File: config.mk
export PLATFORM = sky130hd
export DESIGN_NAME = mem_port_arbiter_flat
export DESIGN_NICKNAME = d
export VERILOG_FILES = /design/src/rtl/mem_port_arbiter_pkg.sv /design/src/rtl/mem_port_arbiter_if.sv /design/src/rtl/mem_port_arbiter.sv /design/src/flat_wrapper.sv
export SDC_FILE = /design/constraint.sdc
export NUM_CORES = 1
export LEC_CHECK = 0
export ABC_AREA = 1
export BUFFER_PORTS_ARGS = -buffer_cell sky130_fd_sc_hd__buf_2
export CORE_MARGIN = 2
export CORE_UTILIZATION = 46
export CTS_CLUSTER_DIAMETER = 30
export CTS_CLUSTER_SIZE = 14
export DETAILED_ROUTE_END_ITERATION = 8
export GPL_TIMING_DRIVEN = 0
export PLACE_DENSITY = 0.9
export SLEW_MARGIN = 0
export SYNTH_ARGS = -nofsm -noshare
export SYNTH_HDL_FRONTEND = slang
export SYNTH_SLANG_ARGS = --single-unit
File: constraint.sdc
create_clock -name clk -period 2.1 [get_ports clk]
set_clock_uncertainty 0.1 [all_clocks]
set_input_delay 0.21 -clock clk [delete_from_list [all_inputs] [get_ports clk]]
set_output_delay 0.21 -clock clk [all_outputs]
set_load 0.01 [all_outputs]
File: src/rtl/mem_port_arbiter_pkg.sv
// Shared types for the instruction/data memory port arbiter.
// Latency: n/a (types and constants only).
// Backpressure: n/a.
package mem_arb_pkg;

  typedef enum logic [1:0] {IDLE, ISSUE, WAIT} state_t;

  typedef enum logic {OWN_FETCH, OWN_DATA} owner_t;

  // Width of the starvation counter; STARVE_LIMIT must fit in it.
  localparam int STARVE_CNT_W = 4;

endpackage

File: src/rtl/mem_port_arbiter_if.sv
// Bundle of fetch, data and backing-memory handshake signals.
// Latency: n/a (wires only).
// Backpressure: requesters wait for x_gnt; the memory stalls via mem_gnt.
interface mem_port_arbiter_if #(
  parameter int DATA_WIDTH = 32,
  parameter int ADDR_WIDTH = 32
);
  localparam int BE_WIDTH = DATA_WIDTH / 8;

  // fetch side
  logic                  i_req;
  logic [ADDR_WIDTH-1:0] i_addr;
  logic                  i_flush;
  logic                  i_gnt;
  logic                  i_rvalid;
  logic [DATA_WIDTH-1:0] i_rdata;

  // data side
  logic                  d_req;
  logic                  d_we;
  logic [ADDR_WIDTH-1:0] d_addr;
  logic [DATA_WIDTH-1:0] d_wdata;
  logic [BE_WIDTH-1:0]   d_be;
  logic                  d_gnt;
  logic                  d_rvalid;
  logic [DATA_WIDTH-1:0] d_rdata;

  // backing memory side
  logic                  mem_req;
  logic                  mem_we;
  logic [ADDR_WIDTH-1:0] mem_addr;
  logic [DATA_WIDTH-1:0] mem_wdata;
  logic [BE_WIDTH-1:0]   mem_be;
  logic                  mem_gnt;
  logic                  mem_rvalid;
  logic [DATA_WIDTH-1:0] mem_rdata;

  // Arbiter view.
  modport slave (
    input  i_req, i_addr, i_flush,
    output i_gnt, i_rvalid, i_rdata,
    input  d_req, d_we, d_addr, d_wdata, d_be,
    output d_gnt, d_rvalid, d_rdata,
    output mem_req, mem_we, mem_addr, mem_wdata, mem_be,
    input  mem_gnt, mem_rvalid, mem_rdata
  );

  // Requesters plus memory view.
  modport master (
    output i_req, i_addr, i_flush,
    input  i_gnt, i_rvalid, i_rdata,
    output d_req, d_we, d_addr, d_wdata, d_be,
    input  d_gnt, d_rvalid, d_rdata,
    input  mem_req, mem_we, mem_addr, mem_wdata, mem_be,
    output mem_gnt, mem_rvalid, mem_rdata
  );

endinterface

File: src/rtl/mem_port_arbiter.sv
// Shares one single-port memory between fetch (read-only) and data (r/w), data-priority with starvation guard.
// Latency: grant 1 cycle after request; response 1 cycle after mem_rvalid.
// Backpressure: one transaction in flight; mem_req/payload held until mem_gnt; requests ignored outside IDLE.
module mem_port_arbiter
  import mem_arb_pkg::*;
#(
  parameter int DATA_WIDTH   = 32,
  parameter int ADDR_WIDTH   = 32,
  parameter int STARVE_LIMIT = 4
) (
  input logic               clk,
  input logic               rst,
  mem_port_arbiter_if.slave bus
);

  localparam int BE_W = DATA_WIDTH / 8;
  localparam logic [STARVE_CNT_W-1:0] LIMIT = STARVE_CNT_W'(STARVE_LIMIT);

  state_t                  state_q, state_d;
  owner_t                  owner_q;
  logic [STARVE_CNT_W-1:0] starve_q, starve_d;
  logic                    flush_pend_q;
  logic                    i_gnt_q, d_gnt_q, i_rvalid_q, d_rvalid_q;
  logic [DATA_WIDTH-1:0]   i_rdata_q, d_rdata_q;
  logic                    mem_req_q, mem_we_q;
  logic [ADDR_WIDTH-1:0]   mem_addr_q;
  logic [DATA_WIDTH-1:0]   mem_wdata_q;
  logic [BE_W-1:0]         mem_be_q;

  logic fetch_elig, pick_fetch, pick_data, rsp_drop;

  // A flushed fetch request sits out the arbitration entirely.
  assign fetch_elig = bus.i_req && !bus.i_flush;

  // A fetch response is dropped if a flush hit it at any point, including the response cycle itself.
  assign rsp_drop = (owner_q == OWN_FETCH) && (flush_pend_q || bus.i_flush);

  // Winner selection: data first, unless fetch has already lost LIMIT times in a row.
  always_comb begin
    pick_fetch = 1'b0;
    pick_data  = 1'b0;
    starve_d   = starve_q;
    if (fetch_elig && bus.d_req) begin
      if (starve_q < LIMIT) begin
        pick_data = 1'b1;
        starve_d  = starve_q + 1'b1;
      end else begin
        pick_fetch = 1'b1;
        starve_d   = '0;
      end
    end else if (bus.d_req) begin
      pick_data = 1'b1;
      starve_d  = '0;
    end else if (fetch_elig) begin
      pick_fetch = 1'b1;
      starve_d   = '0;
    end
  end

  // Next-state logic for the single-outstanding transaction sequence.
  always_comb begin
    state_d = state_q;
    case (state_q)
      IDLE:    if (pick_fetch || pick_data) state_d = ISSUE;
      ISSUE:   if (bus.mem_gnt) state_d = WAIT;
      WAIT:    if (bus.mem_rvalid) state_d = IDLE;
      default: state_d = IDLE;
    endcase
  end

  // State register.
  always_ff @(posedge clk) begin
    if (rst) state_q <= IDLE;
    else     state_q <= state_d;
  end

  // Payload latch, grant/response pulses, starvation counter and flush tracking.
  always_ff @(posedge clk) begin
    if (rst) begin
      owner_q      <= OWN_FETCH;
      starve_q     <= '0;
      flush_pend_q <= 1'b0;
      i_gnt_q      <= 1'b0;
      d_gnt_q      <= 1'b0;
      i_rvalid_q   <= 1'b0;
      d_rvalid_q   <= 1'b0;
      i_rdata_q    <= '0;
      d_rdata_q    <= '0;
      mem_req_q    <= 1'b0;
      mem_we_q     <= 1'b0;
      mem_addr_q   <= '0;
      mem_wdata_q  <= '0;
      mem_be_q     <= '0;
    end else begin
      i_gnt_q    <= 1'b0;
      d_gnt_q    <= 1'b0;
      i_rvalid_q <= 1'b0;
      d_rvalid_q <= 1'b0;
      case (state_q)
        IDLE: begin
          flush_pend_q <= 1'b0;
          starve_q     <= starve_d;
          if (pick_data) begin
            owner_q     <= OWN_DATA;
            d_gnt_q     <= 1'b1;
            mem_req_q   <= 1'b1;
            mem_we_q    <= bus.d_we;
            mem_addr_q  <= bus.d_addr;
            mem_wdata_q <= bus.d_wdata;
            mem_be_q    <= bus.d_be;
          end else if (pick_fetch) begin
            owner_q     <= OWN_FETCH;
            i_gnt_q     <= 1'b1;
            mem_req_q   <= 1'b1;
            mem_we_q    <= 1'b0;
            mem_addr_q  <= bus.i_addr;
            mem_wdata_q <= '0;
            mem_be_q    <= '1;
          end
        end
        ISSUE: begin
          if (owner_q == OWN_FETCH && bus.i_flush) flush_pend_q <= 1'b1;
          if (bus.mem_gnt) mem_req_q <= 1'b0;
        end
        WAIT: begin
          if (owner_q == OWN_FETCH && bus.i_flush) flush_pend_q <= 1'b1;
          if (bus.mem_rvalid) begin
            flush_pend_q <= 1'b0;
            if (owner_q == OWN_DATA) begin
              d_rvalid_q <= 1'b1;
              d_rdata_q  <= mem_we_q ? '0 : bus.mem_rdata;
            end else if (!rsp_drop) begin
              i_rvalid_q <= 1'b1;
              i_rdata_q  <= bus.mem_rdata;
            end
          end
        end
        default: ;
      endcase
    end
  end

  assign bus.i_gnt     = i_gnt_q;
  assign bus.d_gnt     = d_gnt_q;
  assign bus.i_rvalid  = i_rvalid_q;
  assign bus.d_rvalid  = d_rvalid_q;
  assign bus.i_rdata   = i_rdata_q;
  assign bus.d_rdata   = d_rdata_q;
  assign bus.mem_req   = mem_req_q;
  assign bus.mem_we    = mem_we_q;
  assign bus.mem_addr  = mem_addr_q;
  assign bus.mem_wdata = mem_wdata_q;
  assign bus.mem_be    = mem_be_q;

endmodule

File: src/flat_wrapper.sv
// flat-port wrapper written by rule: the top's interface ports become plain ports
module mem_port_arbiter_flat import mem_arb_pkg::*;
#(
  parameter int DATA_WIDTH   = 32,
  parameter int ADDR_WIDTH   = 32,
  parameter int STARVE_LIMIT = 4
)
  (clk, rst, bus_i_req, bus_i_addr, bus_i_flush, bus_i_gnt, bus_i_rvalid, bus_i_rdata, bus_d_req, bus_d_we, bus_d_addr, bus_d_wdata, bus_d_be, bus_d_gnt, bus_d_rvalid, bus_d_rdata, bus_mem_req, bus_mem_we, bus_mem_addr, bus_mem_wdata, bus_mem_be, bus_mem_gnt, bus_mem_rvalid, bus_mem_rdata);
  mem_port_arbiter_if #(.DATA_WIDTH(DATA_WIDTH), .ADDR_WIDTH(ADDR_WIDTH)) bus_i ();
  input logic clk;
  input logic rst;
  input wire logic [$bits(bus_i.i_req)-1:0] bus_i_req;
  input wire logic [$bits(bus_i.i_addr)-1:0] bus_i_addr;
  input wire logic [$bits(bus_i.i_flush)-1:0] bus_i_flush;
  output wire logic [$bits(bus_i.i_gnt)-1:0] bus_i_gnt;
  output wire logic [$bits(bus_i.i_rvalid)-1:0] bus_i_rvalid;
  output wire logic [$bits(bus_i.i_rdata)-1:0] bus_i_rdata;
  input wire logic [$bits(bus_i.d_req)-1:0] bus_d_req;
  input wire logic [$bits(bus_i.d_we)-1:0] bus_d_we;
  input wire logic [$bits(bus_i.d_addr)-1:0] bus_d_addr;
  input wire logic [$bits(bus_i.d_wdata)-1:0] bus_d_wdata;
  input wire logic [$bits(bus_i.d_be)-1:0] bus_d_be;
  output wire logic [$bits(bus_i.d_gnt)-1:0] bus_d_gnt;
  output wire logic [$bits(bus_i.d_rvalid)-1:0] bus_d_rvalid;
  output wire logic [$bits(bus_i.d_rdata)-1:0] bus_d_rdata;
  output wire logic [$bits(bus_i.mem_req)-1:0] bus_mem_req;
  output wire logic [$bits(bus_i.mem_we)-1:0] bus_mem_we;
  output wire logic [$bits(bus_i.mem_addr)-1:0] bus_mem_addr;
  output wire logic [$bits(bus_i.mem_wdata)-1:0] bus_mem_wdata;
  output wire logic [$bits(bus_i.mem_be)-1:0] bus_mem_be;
  input wire logic [$bits(bus_i.mem_gnt)-1:0] bus_mem_gnt;
  input wire logic [$bits(bus_i.mem_rvalid)-1:0] bus_mem_rvalid;
  input wire logic [$bits(bus_i.mem_rdata)-1:0] bus_mem_rdata;
  assign bus_i.i_req = bus_i_req;
  assign bus_i.i_addr = bus_i_addr;
  assign bus_i.i_flush = bus_i_flush;
  assign bus_i_gnt = bus_i.i_gnt;
  assign bus_i_rvalid = bus_i.i_rvalid;
  assign bus_i_rdata = bus_i.i_rdata;
  assign bus_i.d_req = bus_d_req;
  assign bus_i.d_we = bus_d_we;
  assign bus_i.d_addr = bus_d_addr;
  assign bus_i.d_wdata = bus_d_wdata;
  assign bus_i.d_be = bus_d_be;
  assign bus_d_gnt = bus_i.d_gnt;
  assign bus_d_rvalid = bus_i.d_rvalid;
  assign bus_d_rdata = bus_i.d_rdata;
  assign bus_mem_req = bus_i.mem_req;
  assign bus_mem_we = bus_i.mem_we;
  assign bus_mem_addr = bus_i.mem_addr;
  assign bus_mem_wdata = bus_i.mem_wdata;
  assign bus_mem_be = bus_i.mem_be;
  assign bus_i.mem_gnt = bus_mem_gnt;
  assign bus_i.mem_rvalid = bus_mem_rvalid;
  assign bus_i.mem_rdata = bus_mem_rdata;
  mem_port_arbiter #(.DATA_WIDTH(DATA_WIDTH), .ADDR_WIDTH(ADDR_WIDTH), .STARVE_LIMIT(STARVE_LIMIT)) u_core (.clk(clk), .rst(rst), .bus(bus_i));
endmodule
==> reports/qor.yml <==
ff2ff_setup_slack_ps: 100
fillerInstances: 922
hold_path_class: "in -> reg"
dpl_cell_area_sq_um: 7450
slew_violations: 0
gr-usage-all-layers: 0.316
first_iter_violations: 1043
grt_pass1_wl_microns: 33100
synth-seq-cells: 146
start_util: 0.467
grt_max_degree: 17
gp_congestion: 0.867
fin_area_sq_um: 9090
routedWlPerCell_microns: 16.0
cts_tree: "built"
hpwl_microns: 13300
cp_top_family: "buffers and inverters"
worst-setup-path-type: "reg -> reg"
hold_path_end: "u_core.bus.mem_addr[4]"
critPathMaxStageDelay_ps: 350
syn-instance-count: 805
worstHoldStart: "bus_i_addr[4]"
r2r_start: "u_core.state_q[0]"
clk_pin_slew_ps: 60
worstPathRequired_ps: 2330
met1_usage: 0.342
dieArea_sq_um: 13600
startpoint_type: "flip-flop"
fin_crit_sh: 0.952
violations: "design-rule violations"
antenna_left: 0
numPortBuffers: 277
grt-ovfl-total: 0
grt_pass1_vias: 6794
ys_types: 22
drive_gt1_frac: 0.285
p_per_area_nw_per_um2: 972
std_cell_rows: 41
status: "finished, violations left"
cp_num_buf_inv: 5
fmax_ghz: 0.500
top_usage_layer: "met2"
die_y_microns: 117
setup_tns_ps: 0
gr-usage-met2: 0.533
irDropWorstVdd_mv: 0.839
yosysWarnings: 0
core_sq_um: 12500
cts-buffers-inserted: 17
antenna_found_initial: 3
grt_use_met3: 0.110
cts_sinks: 146
setup_viol: 0
synth.avg_cell_area_sq_um: 7.27
critPathLaunch: "u_core.state_q[0]"
fin_crit_ps: 2000
r2r.worst_path.cells: 9
critical-path-slowest-cell: "dfxtp_1"
leakage_nw: 4.78
power_frac_comb: 0.248
switching_power_w: 0.00269
vias_per_cell: 5.19
nNetsFinal: 1343
critical_path_arrival_ps: 2230
die_w_microns: 117
p_sw_frac: 0.305
cap_violations: 0
syn_area_sq_um: 5850
ys_seq_area_frac: 0.500
p_int_w: 0.00614
htree_num_levels: 4
wl_microns: 22200
end_kind: "flip-flop"
whs_path_depth: 5
drc_errors: 2
relSlewSlack: 0.617
clock_power_share: 0.376
clk_latency_ps: 430
via_count: 7193
cts-root-buf: "clkbuf_16"
dr.pass1.iters: 9
grt_setup_unrepaired: "yes"
synth_nets: 951
finalHoldViolations: 0
io_pins: 278
tightest_slew_ps: 575
sequentialPowerShare: 0.376
clk_path_buf_depth: 2
path_cells: "inv_1, ha_1, clkbuf_2, a21boi_1, buf_2, buf_2, nand3_1, nand2_1, inv_1"
cp_max_fo: 10
rr_endpoint: "u_core.bus.mem_addr[27]"
area_growth_pct: 55.3
-- cell families (layout without fill, tap and decap cells) --
| logic type | count (synthesis) | after routing | share of synthesized area |
|---|---|---|---|
| other cells | 0 | 4 | 0 |
| buf+inv | 135 | 540 | 0.0958 |
| simple gates | 409 | 409 | 0.298 |
| flops | 146 | 146 | 0.500 |
| fa+ha+maj | 6 | 6 | 0.0128 |
| compound gates | 109 | 109 | 0.0937 |
-- final cells by class --
cell class                 count  area (sq um)  share of cell area
buffer                        55           275              0.0303
multi-input combinational    524          2370               0.260
timing repair buffer         373          2350               0.258
tap                          172           215              0.0237
sequential                   146          2920               0.322
inverter                      80           300              0.0330
clock inverter                 8           148              0.0162
clock buffer                  24           502              0.0552
antenna                        4          10.0             0.00110
-- how the worst max path moves through the flow --
| stage | cells past startpoint | slack, ps | end |
|---|---|---|---|
| floorplan | 10 | 490 | u_core.bus.mem_addr[26] |
| global route | 8 | -50 | u_core.bus.i_rdata[26] |
| finish | 9 | 100 | u_core.bus.mem_addr[27] |
| CTS | 9 | 70 | u_core.bus.i_rdata[23] |
| global placement | 8 | 200 | u_core.bus.i_rdata[14] |
| detailed placement | 9 | 80 | u_core.bus.i_rdata[23] |
-- through the flow --
| stage | worst slack, ps | total power (W) | cells | hold WS, ps | util |
|---|---|---|---|---|---|
| finish | 101 | 0.00883 | 1386 | 11.3 | 0.726 |
| floorplan | 486 | 0.00452 | 805 | 198 | - |
| global route | -54.7 | 0.00922 | 1384 | 30.5 | 0.726 |
| detailed placement | 80.5 | 0.00529 | 1254 | 300 | 0.595 |
| CTS | 67.9 | 0.00871 | 1382 | 2.46 | 0.724 |
| global placement | 200 | 0.00524 | 1254 | 296 | 0.595 |
-- power groups by stage --
stage | Clock [W] | Combinational, W | Sequential, W
after floorplan | 0 | 0.00102 | 0.00350
after detailed placement | 0 | 0.00193 | 0.00336
after CTS | 0.00331 | 0.00209 | 0.00331
after global routing | 0.00346 | 0.00240 | 0.00336
after global placement | 0 | 0.00189 | 0.00335
final | 0.00332 | 0.00219 | 0.00332
-- cell usage after synthesis (all sizes together) --
library cell    n  share of area
ha              6          0.013
nand4           3         0.0032
a21oi          39          0.033
o21ai          69          0.059
clkbuf         29          0.019
nor2           87          0.059
inv            80          0.051
a21boi          1         0.0013
nand2         183           0.12
nand3         135           0.12
dfxtp         146           0.50
nor3            1        0.00085
buf            26          0.026
-- per-layer routing --
| layer | vias to the layer above | wire [microns] | share of wire |
|---|---|---|---|
| met5 | - | 0 | 0 |
| met4 | 0 | 1030 | 0.046 |
| met3 | 112 | 2090 | 0.094 |
| met2 | 492 | 11100 | 0.50 |
| met1 | 3234 | 7980 | 0.36 |
| li1 | 3355 | - | - |
-- registers in the layout, summed over array words and instances (netlist names), 2 cells and up --
| register | count |
|---|---|
| u_core.bus.d_rdata | 32 |
| u_core.bus.i_rdata | 32 |
| u_core.bus.mem_addr | 32 |
| u_core.bus.mem_wdata | 32 |
| u_core.bus.mem_be | 4 |
| u_core.starve_q | 4 |
| u_core.state_q | 2 |
-- placed cells by master, fill, tap and decap left out, drive strengths merged, types with 4 or more instances in the layout --
| master | count |
|---|---|
| buf | 301 |
| nand2 | 183 |
| dfxtp | 146 |
| nand3 | 135 |
| dlygate4sd3 | 96 |
| nor2 | 87 |
| inv | 80 |
| o21ai | 69 |
| clkbuf | 55 |
| a21oi | 39 |
| ha | 6 |
| diode | 4 |
| bufinv | 4 |
| clkinv | 4 |
-- what timing repair did --
item                       4_1_cts  5_1_grt
buffers inserted                 0        0
setup endpoints to repair        0       40
hold buffers                    96        0
resized for setup                0       20
hold endpoints to repair       105        0
-- tightest hold or removal path, stage by stage --
cell	delay [ps]
buf_2	70
nand3_1	60
nand3_1	80
nand2_1	50
inv_1	40
Power figures use the tool's default switching activity.
